$ cat src/rtl/trial_sequencer.sv
// Round controller for the reaction timer: arms trials, collects results over a 4-phase
// handshake, keeps best/average/cheat statistics and pushes them to the LCD display block.
module trial_sequencer #(
   parameter int unsigned NUM_TRIALS_LOG2 = 2,
   parameter int unsigned GAP_MS          = 1500,
   parameter int unsigned MAX_CHEATS      = 3,
   parameter int unsigned SLOW_TIME       = 999
) (
   input  logic       Clk,
   input  logic       Rst,
   input  logic       Tick,
   input  logic       StartBtn,
   output logic       TimerArm,
   input  logic       ResultValid,
   input  logic [9:0] ResultTime,
   input  logic       ResultCheat,
   input  logic       ResultSlow,
   output logic       ResultAck,
   output logic       DispReq,
   input  logic       DispAck,
   output logic [1:0] DispSel,
   output logic [9:0] DispValue,
   output logic [3:0] TrialNum,
   output logic [9:0] BestTime,
   output logic [9:0] AvgTime,
   output logic [3:0] CheatCount,
   output logic       Busy,
   output logic       Done
);

   localparam int unsigned SumW      = 10 + NUM_TRIALS_LOG2;
   localparam logic [3:0]  NumTrials = 4'(1 << NUM_TRIALS_LOG2);
   localparam logic [9:0]  SlowT     = 10'(SLOW_TIME);
   localparam logic [15:0] GapMs     = 16'(GAP_MS);
   localparam logic [3:0]  MaxCheats = 4'(MAX_CHEATS);

   typedef enum logic [3:0] {
      StIdle, StArm, StWaitRes, StAck, StDispTrial, StGap, StRepBest, StRepAvg, StAbort, StDone
   } state_t;

   state_t           state_q;
   state_t           next_disp;
   logic             start_q, start_prev_q, start_rise;
   logic [9:0]       res_time_q, trial_t_q, t_capped, avg_val, disp_val_n;
   logic             res_cheat_q, res_slow_q;
   logic [SumW-1:0]  sum_q;
   logic [15:0]      gap_cnt_q;
   logic [1:0]       disp_phase_q, disp_sel_n;
   logic [3:0]       cheat_next;

   always_comb begin
      start_rise = start_q & ~start_prev_q;
      t_capped   = res_slow_q ? SlowT : ((res_time_q > SlowT) ? SlowT : res_time_q);
      cheat_next = (CheatCount == 4'hF) ? CheatCount : CheatCount + 4'd1;
      avg_val    = 10'(sum_q >> NUM_TRIALS_LOG2);
      disp_sel_n = 2'd0;
      disp_val_n = 10'd0;
      next_disp  = StDone;
      unique case (state_q)
         StDispTrial: begin disp_sel_n = 2'd0; disp_val_n = trial_t_q;  next_disp = StGap;    end
         StRepBest:   begin disp_sel_n = 2'd1; disp_val_n = BestTime;   next_disp = StRepAvg; end
         StRepAvg:    begin disp_sel_n = 2'd2; disp_val_n = avg_val;    next_disp = StDone;   end
         StAbort:     begin disp_sel_n = 2'd3; disp_val_n = {6'd0, CheatCount}; end
         default: ;
      endcase
   end

   always_ff @(posedge Clk) begin
      if (!Rst) begin
         state_q      <= StIdle;
         start_q      <= 1'b0;
         start_prev_q <= 1'b0;
         res_time_q   <= 10'd0;
         res_cheat_q  <= 1'b0;
         res_slow_q   <= 1'b0;
         trial_t_q    <= 10'd0;
         sum_q        <= '0;
         gap_cnt_q    <= 16'd0;
         disp_phase_q <= 2'd0;
         TimerArm     <= 1'b0;
         ResultAck    <= 1'b0;
         DispReq      <= 1'b0;
         DispSel      <= 2'd0;
         DispValue    <= 10'd0;
         TrialNum     <= 4'd0;
         BestTime     <= 10'h3FF;
         AvgTime      <= 10'd0;
         CheatCount   <= 4'd0;
         Busy         <= 1'b0;
         Done         <= 1'b0;
      end else begin
         start_q      <= StartBtn;
         start_prev_q <= start_q;
         TimerArm     <= 1'b0;
         unique case (state_q)
            StIdle, StDone: begin
               if (start_rise) begin
                  TrialNum   <= 4'd0;
                  CheatCount <= 4'd0;
                  sum_q      <= '0;
                  Done       <= 1'b0;
                  BestTime   <= 10'h3FF;
                  Busy       <= 1'b1;
                  state_q    <= StArm;
               end
            end
            StArm: begin
               TimerArm <= 1'b1;
               state_q  <= StWaitRes;
            end
            StWaitRes: begin
               if (ResultValid) begin
                  res_time_q  <= ResultTime;
                  res_cheat_q <= ResultCheat;
                  res_slow_q  <= ResultSlow;
                  ResultAck   <= 1'b1;
                  state_q     <= StAck;
               end
            end
            StAck: begin
               // Result is consumed on the same edge that releases the acknowledge.
               if (!ResultValid) begin
                  ResultAck <= 1'b0;
                  if (res_cheat_q) begin
                     CheatCount <= cheat_next;
                     gap_cnt_q  <= 16'd0;
                     state_q    <= (cheat_next >= MaxCheats) ? StAbort : StGap;
                  end else begin
                     trial_t_q <= t_capped;
                     sum_q     <= sum_q + SumW'(t_capped);
                     if (t_capped < BestTime) BestTime <= t_capped;
                     TrialNum  <= TrialNum + 4'd1;
                     state_q   <= StDispTrial;
                  end
               end
            end
            StGap: begin
               if (gap_cnt_q >= GapMs) begin
                  gap_cnt_q <= 16'd0;
                  state_q   <= (TrialNum == NumTrials) ? StRepBest : StArm;
               end else if (Tick) begin
                  gap_cnt_q <= gap_cnt_q + 16'd1;
               end
            end
            StDispTrial, StRepBest, StRepAvg, StAbort: begin
               // Phases: 0 raise request, 1 await ack, 2 await ack release.
               unique case (disp_phase_q)
                  2'd0: if (!DispAck) begin
                     DispReq      <= 1'b1;
                     DispSel      <= disp_sel_n;
                     DispValue    <= disp_val_n;
                     disp_phase_q <= 2'd1;
                     if (state_q == StRepAvg) AvgTime <= avg_val;
                  end
                  2'd1: if (DispAck) begin
                     DispReq      <= 1'b0;
                     disp_phase_q <= 2'd2;
                  end
                  default: if (!DispAck) begin
                     disp_phase_q <= 2'd0;
                     gap_cnt_q    <= 16'd0;
                     state_q      <= next_disp;
                     if (next_disp == StDone) begin
                        Busy <= 1'b0;
                        Done <= 1'b1;
                     end
                  end
               endcase
            end
            default: state_q <= StIdle;
         endcase
      end
   end

endmodule

$ cat config.mk
export PLATFORM = sky130hd
export DESIGN_NAME = trial_sequencer
export DESIGN_NICKNAME = d
export VERILOG_FILES = /design/src/rtl/trial_sequencer.sv
export SDC_FILE = /design/constraint.sdc
export NUM_CORES = 1
export LEC_CHECK = 0
export ABC_AREA = 1
export CAP_MARGIN = 20
export CORE_ASPECT_RATIO = 0.9
export CORE_MARGIN = 3
export CORE_UTILIZATION = 55
export DETAILED_ROUTE_END_ITERATION = 6
export HOLD_SLACK_MARGIN = 0.05
export PLACE_DENSITY = 0.79
export SKIP_CTS_REPAIR_TIMING = 1
export SLEW_MARGIN = 20
export SYNTH_ARGS = -nofsm -noshare
export SYNTH_HDL_FRONTEND = slang
export SYNTH_SLANG_ARGS = --single-unit
$ cat constraint.sdc
create_clock -name Clk -period 2.5 [get_ports Clk]
set_input_delay 0.375 -clock Clk [delete_from_list [all_inputs] [get_ports Clk]]
set_output_delay 0.375 -clock Clk [all_outputs]
set_load 0.05 [all_outputs]
* Yosys cells after proc, flatten, opt, wreduce, memory -nomap -nowiden *
Cells that the tools add are included.

storage, ports and cells
  register bits after elaboration = 103
  input bits = 18
  output and inout bits = 45
  word-level logic and storage cells = 144

cells by class
  $add $sub $neg = 4
  order comparisons = 4
  eq/ne operators = 27
  multiplexer cells = 60
  bitwise operators = 5
  reductions and logical operators = 23

operator list
  operator                                                                                number
  16-bit two-way mux                                                                      6
  10-bit two-way mux                                                                      6
  4-bit two-way mux                                                                       14
  16-bit one-hot mux with 3 select lines                                                  1
  10-bit one-hot mux with 4 select lines                                                  1
  12-bit two-way mux                                                                      3
  2-bit inequality test (second input constant)                                           12
  12-bit one-hot mux with 2 select lines                                                  1
  4-bit one-hot mux with 2 select lines                                                   3
  4-bit one-hot mux with 6 select lines                                                   1
  4-bit by 3-bit equality test with 1-bit output (second input constant)                  5
  10-bit one-hot mux with 2 select lines                                                  1
  4-bit AND reduction                                                                     5
  16-bit by 1-bit adder with 16-bit output (second input constant)                        1
  4-bit equality test (second input constant)                                             4
  16-bit by 11-bit greater-or-equal comparator with 1-bit output (second input constant)  1
  1-bit two-way mux                                                                       13
  12-bit by 10-bit adder with 12-bit output                                               1
  6-bit AND reduction                                                                     2
  10-bit greater-than comparator (second input constant)                                  1
  10-bit less-than comparator                                                             1
  5-bit AND reduction                                                                     2
  3-bit AND reduction                                                                     3
  4-bit by 1-bit adder with 4-bit output (second input constant)                          2
  20 further kinds                                                                        33

* Longest topological paths before layout *
  word-level depth = 8
  mapped depth = 18
  gate-level depth less buffers = 18

* Worst setup path after synthesis *
OpenSTA, ideal clock, no wires.

  path kind = register to register
  start = register res_time_q[8]
  end = register sum_q[6]
  data arrival time = 2.005 ns
  setup slack = 0.362 ns
  cell stages (with the launch flop) = 17
  path buffers = 0
  period minus slack after synthesis = 2.138 ns
  cell sequence = dfxtp_1 inv_1 nor2_1 nand2_1 nand2_1 nor2_1 inv_1 ha_1 inv_1 fa_1 inv_1 nand3_1 nand2_1 a21oi_1 or2_2 nand3_1 a21oi_1

between the ends
  cells in the longest elaborated chain, start to end = 7

ends and longest elaborated chain
  what                                       line  RTL
  from (decl)                                44    logic [9:0] res_time_q, trial_t_q, t_capped, avg_val, disp_val_n;
  from (signal assigned)                     113   res_time_q <= ResultTime;
  10-bit greater-than comparator             53    t_capped = res_slow_q ? SlowT : ((res_time_q > SlowT) ? SlowT : res_time_q);
  10-bit two-way mux (2 in a row)            53
  via t_capped[0]                            44
  12-bit by 10-bit adder with 12-bit output  130   sum_q <= sum_q + SumW'(t_capped);
  12-bit two-way mux                         124   if (res_cheat_q) begin
  12-bit two-way mux                         122   if (!ResultValid) begin
  12-bit one-hot mux with 2 select lines     95    unique case (state_q)
  to (signal assigned)                       130
  to (decl)                                  46    logic [SumW-1:0] sum_q;

The timed path passes the listed nets, and every way through them passes these cells. The select of a mux whose other input is x is not followed.
A chain may end at the register's enable or synchronous reset.

* Worst setup path after layout *
Ends and elaborated chain as after synthesis.

==> impl_metrics.yaml <==
outcome:
  status: "completed"
critical_path:
  cp.arrival_ps: 2610
  required_ps: 2760
  path_class: "register to register"
  endpoint_kind: "register"
  worst_path_max_delay_cell: "fa_1"
  path_cells: "inv_1 > nor2_1 > nand2_1 > nand2_4 > nor2_1 > inv_1 > ha_1 > inv_1 > fa_1 > inv_2 > nand3_1 > nand2_2 > a21oi_1 > or2_2 > nand3_1 > a21oi_1"
  startpoint_type: "register"
  slowest_delay_ps: 400
  reg2reg_depth: 16
  cpMostUsedCell: "inv_1"
  crit_fanout: 5
power:
  p_comb_share_pct: 37.7
  p_switching_uw: 2070
  power.density_nw_per_um2: 797
  power.internal_uw: 2970
  p_seq_share_pct: 39.3
  p_leak_uw: 0.00267
  ir_drop_v: 0.000472
  pwr-share-clk_pct: 23.0
  swShare_pct: 41.0
hold_path:
  whs_path_depth: 2
  holdCritPathClass: "register to register"
global_routing:
  antenna_found_initial: 0
  grt-ovfl-total: 0
  grt_pass1_wl_mm: 23.6
  grt_max_degree: 47
  grt_pass1_vias: 4961
  track_usage_pct: 27.3
timing:
  fin_skew_ps: 11.1
  slew_headroom_pct: 65.3
  fmax_ghz: 0.425
  setup_viol: 0
  min_period_over_period_pct: 94.2
  min_period_ps: 2360
  hold_violations: 0
  fin_ws_ps: 144
  rsz0062_at_grt: "true"
  max_slew.worst_pin.slew_ps: 519
  finalMaxSlewViolations: 0
floorplanning:
  rows: 33
  die_h_um: 99.1
  ios: 63
  core_area_um2: 9250
  die_w_um: 109
  initial_core_util_pct: 57.3
  dieArea_um2: 10900
final_layout:
  layout_commonest_cell: "nand2_1"
  area_growth_pct: 19.5
  fillCellCount: 825
  instances_no_fill: 954
  nets: 870
  drive_gt1_share_pct: 7.93
  layout_common_cells: "nand2_1, dfxtp_1, a21oi_1"
  antenna_cells: 0
routing:
  detail-route-antenna-nets: 0
  wl_mm: 14.5
  drt_iter0_markers: 423
  drc: 0
  vias_per_cell: 5.60
  first_pass_iters: 5
  via_count: 5339
  wl_per_cell_um: 15.2
yosys:
  synth_cells: 764
  syn_nets: 807
  ys_seq_elements: 103
  ys_seq_area_share_pct: 38.9
  syn_area_per_cell_um2: 6.94
  yosysUniqueCellTypes: 38
  syn-cell-area_um2: 5300
  ys.warnings.count: 0
placed_design:
  pre_cts_ws_ps: 96.8
  port_buffers: 62
  post-place-cells: 938
  place.gp.congestion: 0.945
  post-dp-hpwl_mm: 11.0
clock_tree:
  cts-buffers-inserted: 9
  clk_latency_ps: 370
  clk_path_buf_depth: 2
  clock-sinks: 103
  cts_root_buf: "clkbuf_8"
  clk_pin_slew_ps: 100
  cts_tree: "done"
  htreeDepth: 3
job:
  max_cap_violations: 0
## synthesized netlist by cell type (all sizes together)
master     n  share of area, %
inv       91               6.4
buf        9               1.1
clkinv     2              0.14
ha        24               5.7
nor2      57               4.4
fa         1              0.38
a221oi     4              0.66
a31oi      8              0.94
o211ai     1              0.14
a21oi     93               8.9
xnor2      2              0.33
o21ai     49               4.9
nand3     57               5.5
a41oi      2              0.33
nor3      18               1.7
nor3b      1              0.14
dfxtp    103                39
xor2       7               1.2
nand4     10               1.2
o22ai      1              0.12
or2        6              0.71
o221ai     2              0.33
o2111ai    1              0.17
a21o       3              0.42
o21a       1              0.14
nand2    194                14
clkbuf    17               1.2
## worst max-delay path, delay by kind of cell (launching register included)
kind | cells | cell delay [ps]
and+or+nand+nor | 8 | 940
adders and majority gates | 2 | 560
DFF | 1 | 320
buffers and inverters | 4 | 280
AOI/OAI and AO/OA | 2 | 140
## sequential cells by signal (all words and copies together), names as in the netlist, 2 cells and up
register      count
state_q           4
AvgTime          10
sum_q            12
CheatCount        4
res_time_q       10
trial_t_q        10
gap_cnt_q        16
TrialNum          4
DispSel           2
disp_phase_q      2
DispValue        10
BestTime         10
## kinds of logic (layout without fill, tap and decap cells)
kind of cell	Yosys count	count (layout)	synth area share (%)
XOR/XNOR	9	9	1.49
AND/OR/NAND/NOR	343	343	27.6
AO/OA/AOI/OAI	165	165	17.0
buffers and inverters	119	187	8.90
adder cells (fa/ha/maj)	25	25	6.04
flip-flops	103	103	38.9
## final cells by class
| class | count | area, µm² | area share (%) |
|---|---|---|---|
| Tap cell | 122 | 153 | 2.41 |
| Multi-Input combinational cell | 542 | 2800 | 44.2 |
| Clock inverter | 5 | 81.3 | 1.28 |
| Sequential cell | 103 | 2060 | 32.6 |
| Timing Repair Buffer | 78 | 753 | 11.9 |
| Inverter | 93 | 349 | 5.51 |
| Clock buffer | 11 | 131 | 2.08 |
## per-stage QoR
| step | TNS, ps | util, % | total power, µW | instance area [µm²] | hold slack (ps) |
|---|---|---|---|---|---|
| final | 0 | 68.5 | 5040 | 6330 | 450 |
| after floorplan | 0 | - | 3260 | 5300 | 407 |
| after CTS | 0 | 68.1 | 5010 | 6300 | 452 |
| after detailed placement | 0 | 65.8 | 3870 | 6080 | 436 |
| after global routing | -37.5 | 68.5 | 5300 | 6330 | 473 |
| after global placement | 0 | 65.8 | 3810 | 6080 | 428 |
## per-layer routing
metal,share of wire [%],up-vias,wire length (µm),GRT usage [%]
li1,-,2628,-,-
met1,44,2478,6420,36.3
met2,46,204,6740,45.1
met3,7.3,29,1070,4.93
met4,2.1,0,302,8.63
met5,0,-,0,0
## power by group through the flow
| stage | clock network (µW) | logic (µW) | registers [µW] |
|---|---|---|---|
| after global routing | 1230 | 2070 | 2000 |
| after global placement | 0 | 1810 | 2000 |
| final | 1160 | 1900 | 1980 |
| after detailed placement | 0 | 1850 | 2010 |
| after floorplan | 0 | 963 | 2300 |
| after CTS | 1170 | 1860 | 1980 |
## worst paths after layout
check / startpoint / end / slack [ps]
max: res_time_q[8] / sum_q[6] / 140
min: gap_cnt_q[12] / gap_cnt_q[12] / 450
max reg2reg: res_time_q[8] / sum_q[6] / 140
min reg2reg: gap_cnt_q[12] / gap_cnt_q[12] / 450
(Power assumes the default switching activity.)
